--- src/rtl/lab3_mem_nway_tag_unit.sv ---
// N-way set-associative tag/valid/dirty store with tree pseudo-LRU per set,
// combinational lookup/victim selection and a val/rdy flush-walk engine.
module lab3_mem_nway_tag_unit #(
    parameter int p_num_ways  = 2,
    parameter int p_num_sets  = 8,
    parameter int p_tag_width = 28,
    localparam int WYW = (p_num_ways > 1) ? $clog2(p_num_ways) : 1,
    localparam int IDW = $clog2(p_num_sets)
) (
    input  logic                   clk_i,
    input  logic                   reset_i,
    input  logic [IDW-1:0]         lkup_idx_i,
    input  logic [p_tag_width-1:0] lkup_tag_i,
    output logic                   hit_o,
    output logic [WYW-1:0]         hit_way_o,
    output logic [WYW-1:0]         victim_way_o,
    output logic                   victim_valid_o,
    output logic                   victim_dirty_o,
    output logic [p_tag_width-1:0] victim_tag_o,
    input  logic                   upd_en_i,
    input  logic [1:0]             upd_op_i,
    input  logic [IDW-1:0]         upd_idx_i,
    input  logic [WYW-1:0]         upd_way_i,
    input  logic [p_tag_width-1:0] upd_tag_i,
    input  logic                   flush_req_i,
    output logic                   busy_o,
    output logic                   flush_evict_val_o,
    input  logic                   flush_evict_rdy_i,
    output logic [IDW-1:0]         flush_evict_idx_o,
    output logic [p_tag_width-1:0] flush_evict_tag_o,
    output logic                   flush_done_o
);

    localparam int PLW = p_num_ways - 1;
    localparam int CW  = IDW + WYW;

    typedef enum logic [1:0] {S_IDLE, S_SCAN, S_EVICT, S_DONE} state_t;

    logic [p_num_sets-1:0][p_num_ways-1:0] v_q, d_q;
    logic [p_num_sets-1:0][PLW-1:0]        plru_q;
    logic [p_tag_width-1:0]                tag_q [p_num_sets][p_num_ways];

    state_t          state_q, state_d;
    logic [CW-1:0]   cnt_q, cnt_d;
    logic            clr_en;
    logic [IDW-1:0]  ent_set;
    logic [WYW-1:0]  ent_way;
    logic            ent_last;
    logic            upd_go;

    // Walk the heap-ordered tree from the root; a 0 bit steers to the lower half.
    function automatic logic [WYW-1:0] plru_victim(input logic [PLW-1:0] bits);
        logic [WYW-1:0] w;
        logic           b;
        int             n;
        w = '0;
        n = 0;
        for (int d = 0; d < WYW; d++) begin
            b = 1'b0;
            for (int k = 0; k < PLW; k++)
                if (n == k) b = bits[k];
            w = (w << 1) | WYW'(b);
            n = 2 * n + 1 + int'(b);
        end
        return w;
    endfunction

    function automatic logic [PLW-1:0] plru_touch(input logic [PLW-1:0] bits,
                                                  input logic [WYW-1:0] way);
        logic [PLW-1:0] nb;
        logic [WYW-1:0] wr;
        logic           dir;
        int             n;
        nb = bits;
        wr = way;
        n  = 0;
        for (int d = 0; d < WYW; d++) begin
            dir = wr[WYW-1];
            for (int k = 0; k < PLW; k++)
                if (n == k) nb[k] = ~dir;
            wr = wr << 1;
            n  = 2 * n + 1 + int'(dir);
        end
        return nb;
    endfunction

    // ---------------- lookup / victim ----------------
    logic           hit_raw, inv_any;
    logic [WYW-1:0] hit_w, inv_w, vic_w;

    always_comb begin
        hit_raw = 1'b0;
        hit_w   = '0;
        inv_any = 1'b0;
        inv_w   = '0;
        for (int w = p_num_ways - 1; w >= 0; w--) begin
            if (v_q[lkup_idx_i][w] && tag_q[lkup_idx_i][w] == lkup_tag_i) begin
                hit_raw = 1'b1;
                hit_w   = WYW'(w);
            end
            if (!v_q[lkup_idx_i][w]) begin
                inv_any = 1'b1;
                inv_w   = WYW'(w);
            end
        end
        vic_w = inv_any ? inv_w : plru_victim(plru_q[lkup_idx_i]);
    end

    assign busy_o         = (state_q != S_IDLE);
    assign hit_o          = hit_raw & ~busy_o;
    assign hit_way_o      = hit_o ? hit_w : '0;
    assign victim_way_o   = vic_w;
    assign victim_valid_o = v_q[lkup_idx_i][vic_w];
    assign victim_dirty_o = d_q[lkup_idx_i][vic_w];
    assign victim_tag_o   = tag_q[lkup_idx_i][vic_w];

    // ---------------- flush engine ----------------
    assign ent_set  = cnt_q[CW-1:WYW];
    assign ent_way  = cnt_q[WYW-1:0];
    assign ent_last = &cnt_q;

    assign flush_evict_val_o = (state_q == S_EVICT);
    assign flush_evict_idx_o = ent_set;
    assign flush_evict_tag_o = tag_q[ent_set][ent_way];
    assign flush_done_o      = (state_q == S_DONE);

    always_comb begin
        state_d = state_q;
        cnt_d   = cnt_q;
        clr_en  = 1'b0;
        case (state_q)
            S_IDLE: begin
                if (flush_req_i) begin
                    state_d = S_SCAN;
                    cnt_d   = '0;
                end
            end
            S_SCAN: begin
                if (v_q[ent_set][ent_way] && d_q[ent_set][ent_way]) begin
                    state_d = S_EVICT;
                end else begin
                    clr_en = 1'b1;
                    if (ent_last) state_d = S_DONE;
                    else          cnt_d   = cnt_q + CW'(1);
                end
            end
            S_EVICT: begin
                if (flush_evict_rdy_i) begin
                    clr_en = 1'b1;
                    if (ent_last) state_d = S_DONE;
                    else begin
                        state_d = S_SCAN;
                        cnt_d   = cnt_q + CW'(1);
                    end
                end
            end
            S_DONE:  state_d = S_IDLE;
            default: state_d = S_IDLE;
        endcase
    end

    always_ff @(posedge clk_i) begin
        if (reset_i) begin
            state_q <= S_IDLE;
            cnt_q   <= '0;
        end else begin
            state_q <= state_d;
            cnt_q   <= cnt_d;
        end
    end

    // ---------------- state arrays ----------------
    assign upd_go = upd_en_i && (state_q == S_IDLE);

    // Updates and flush clears never coincide: one needs IDLE, the other doesn't.
    always_ff @(posedge clk_i) begin
        if (reset_i) begin
            v_q    <= '0;
            d_q    <= '0;
            plru_q <= '0;
        end else begin
            if (upd_go) begin
                case (upd_op_i)
                    2'd0: plru_q[upd_idx_i] <= plru_touch(plru_q[upd_idx_i], upd_way_i);
                    2'd1: begin
                        v_q[upd_idx_i][upd_way_i] <= 1'b1;
                        d_q[upd_idx_i][upd_way_i] <= 1'b0;
                        plru_q[upd_idx_i]         <= plru_touch(plru_q[upd_idx_i], upd_way_i);
                    end
                    2'd2: begin
                        d_q[upd_idx_i][upd_way_i] <= 1'b1;
                        plru_q[upd_idx_i]         <= plru_touch(plru_q[upd_idx_i], upd_way_i);
                    end
                    2'd3: begin
                        v_q[upd_idx_i][upd_way_i] <= 1'b0;
                        d_q[upd_idx_i][upd_way_i] <= 1'b0;
                    end
                    default: ;
                endcase
            end
            if (clr_en) begin
                v_q[ent_set][ent_way] <= 1'b0;
                d_q[ent_set][ent_way] <= 1'b0;
            end
        end
    end

    // Tags are qualified by V, so they need no reset.
    always_ff @(posedge clk_i) begin
        if (upd_go && upd_op_i == 2'd1)
            tag_q[upd_idx_i][upd_way_i] <= upd_tag_i;
    end

endmodule

--- config.mk ---
export PLATFORM = sky130hd
export DESIGN_NAME = lab3_mem_nway_tag_unit
export DESIGN_NICKNAME = d
export VERILOG_FILES = /design/src/rtl/lab3_mem_nway_tag_unit.sv
export SDC_FILE = /design/constraint.sdc
export NUM_CORES = 1
export LEC_CHECK = 0
export ABC_CLOCK_PERIOD_IN_PS = 9600
export CAP_MARGIN = 20
export CORE_ASPECT_RATIO = 1.25
export CORE_UTILIZATION = 65
export CTS_BUF_LIST = sky130_fd_sc_hd__clkbuf_2
export DETAILED_ROUTE_END_ITERATION = 8
export PLACE_DENSITY = 0.88
export SYNTH_ARGS = -nofsm -noshare
export SYNTH_HDL_FRONTEND = slang
export SYNTH_SLANG_ARGS = --single-unit
export TNS_END_PERCENT = 50
--- constraint.sdc ---
create_clock -name clk_i -period 9.6 [get_ports clk_i]
set_input_delay 0.96 -clock clk_i [delete_from_list [all_inputs] [get_ports clk_i]]
set_output_delay 0.96 -clock clk_i [all_outputs]
set_load 0.03 [all_outputs]
==> flow_metrics.tcl <==
set metrics [dict create \
    status "finished clean" \
    grt_pass1_wl_mm 95.3 \
    ir_drop_mv 0.136 \
    cts_buffers 114 \
    rows 78 \
    gp_congestion 0.924 \
    ys_warn_count 0 \
    p_per_area_mw_per_mm2 172 \
    coreArea_mm2 0.0363 \
    synth_area_leaders "edfxtp_1 (56%), mux4_2 (24%), dfxtp_1 (4.1%)" \
    post_cts_resized 0 \
    cts_max_level 3 \
    drt.antenna.violating_nets 0 \
    grt_overflow_total 0 \
    finalWorstSetupSlack_ns 3.31 \
    hold_depth 2 \
    vias_per_cell 7.32 \
    maxSlewViolCount 0 \
    power_w 0.00464 \
    hold_viol 0 \
    chipHeight_um 217 \
    numPortBuffers 136 \
    worstSetupStartpointType "primary input" \
    antenna_found_initial 5 \
    dpl.hpwl_mm 38.6 \
    place_ws_ns 3.39 \
    end_kind "primary output" \
    clock_sinks 497 \
    tightest_slew_ns 1.17 \
    synthesis.nets 1380 \
    reg2regPathDepth 7 \
    drive_gt1_frac 0.319 \
    synth_top_area_frac 0.561 \
    route.detailed.drc 0 \
    track_usage 0.353 \
    wl_per_cell_um 31.2 \
    synthDistinctLibCells 64 \
    max_cap_violations 0 \
    postCtsHoldBufs 0 \
    clock_tree.buffer_depth 3 \
    wl_mm 64.7 \
    final_util 0.745 \
    clkLatencyLatePin_ns 1.09 \
    final_common_cell "edfxtp_1" \
    mostFrequentLayoutCells "edfxtp_1 (448), mux4_2 (251), clkbuf_2 (157), clkdlybuf4s50_1 (133), mux2i_1 (98)" \
    grt_pass1_vias 15200 \
    synth_cells 1304 \
    firstDrtPassIters 8 \
    netlist_area_mm2 0.0240 \
    start_util 0.661 \
    fin_tns_setup_ns 0 \
    rsz0062_at_grt "false" \
    slew_headroom 0.220 \
    crit_type "primary input to primary output" \
    synth-seq-area-share 0.602 \
    boundaryPins 137 \
    min_path_type "flop to flop" \
    min_period_ns 6.29 \
    postCtsSetupBuffers 0 \
    fin_crit_sh 0.656 \
    grt_max_degree 62 \
    num-fill-cells 2073 \
    critPathRequiredTime_ns 8.64 \
    final_nets 1568 \
    arrival_ns 5.33 \
    dieArea_mm2 0.0377 \
    postSynthAreaPerCell_um2 18.4 \
    synth-seq-cells 497 \
    hold_ws_ns 0.511 \
    multiInputGateArea_mm2 0.00911 \
    cts-root-buf "clkbuf_2" \
    dieWidth_um 174 \
    yosysTopAreaCell "edfxtp_1" \
    p_leak_nw 8.71 \
    num_vias 15100 \
    cts_tree "yes" \
    fmax_mhz 159 \
    ys.flop_type "edfxtp_1" \
    synthToLayoutAreaGrowth_pct 12.7 \
    regArea_mm2 0.0144 \
    drtIter0Drc 2488 \
    setup_viol 0 \
    synthArstFlopShare 0 \
    synth_edf_count 448 \
    crit_path_max_fanout 54 \
    fin_worst_skew_ns 0.0797 \
    clk_pin_slew_ns 0.10 \
]
## metal layers
layer  part of all wire  global-route usage  wire (um)
met1               0.34               0.461      22100
met5            0.00056                   0         36
met2               0.48               0.551      31300
met3               0.13               0.104       8150
met4              0.049               0.168       3140
## registers in the layout, indices dropped and copies added, names as in the netlist, named ones only
| register | flops |
|---|---|
| tag_q | 448 |
| state_q | 2 |
| d_q | 16 |
| plru_q | 8 |
| cnt_q | 4 |
| v_q | 16 |
## worst paths after layout
check	startpoint	endpoint	slack, ns
worst max register to register	cnt_q[2]	v_q[3]	5.76
worst max-delay path	lkup_idx_i[1]	hit_o	3.31
worst min register to register	plru_q[3]	plru_q[3]	0.51
worst min-delay path	plru_q[3]	plru_q[3]	0.51
## critical path: stages
cell and delay [ns]:
buf_6 0.56, buf_4 0.73, mux4_2 0.62, mux2i_4 0.17, xor2_1 0.34, nand4_1 0.16
or4_4 0.46, nor4_4 0.35, a31o_1 0.23, clkdlybuf4s50_1 0.68
## logic make-up after synthesis
family                     share of synthesized area
buffers and inverters                         0.0224
AOI/OAI and AO/OA                             0.0369
and+or+nand+nor                               0.0336
adders and majority gates                    0.00313
muxes                                          0.283
xor gates and xnor gates                      0.0190
DFF                                            0.602
## cell type report
| type | count | area share |
|---|---|---|
| Sequential cell | 497 | 0.534 |
| Inverter | 13 | 0.00181 |
| Multi-Input combinational cell | 696 | 0.337 |
| Tap cell | 480 | 0.0222 |
| Timing Repair Buffer | 170 | 0.0614 |
| Clock buffer | 157 | 0.0291 |
| Antenna cell | 3 | 0.000278 |
| Clock inverter | 53 | 0.0138 |
## synthesized netlist by cell type (all sizes together), types with 12 or more instances
cell type	count
a211oi	14
a21oi	47
buf	58
clkbuf	40
dfxtp	49
edfxtp	448
inv	13
mux2i	99
mux4	256
nand2	32
nand3	12
nor2	38
o21ai	13
xnor2	19
xor2	33
## report_power, final
part / total (W) / internal (W) / switching [W]
logic: 0.000778 / 0.000335 / 0.000443
clock network: 0.00146 / 0.000613 / 0.000847
registers: 0.00240 / 0.00237 / 0.0000263
total: 0.00464 / 0.00332 / 0.00132
## through the flow
step           area, um^2  std cells
3_3_place_gp        25800       1851
4_1_cts             26900       2061
3_5_place_dp        25800       1851
2_1_floorplan       24000       1304
5_1_grt             27000       2067
6_report            27000       2069
No activity file was read; power rests on OpenSTA's default activity.
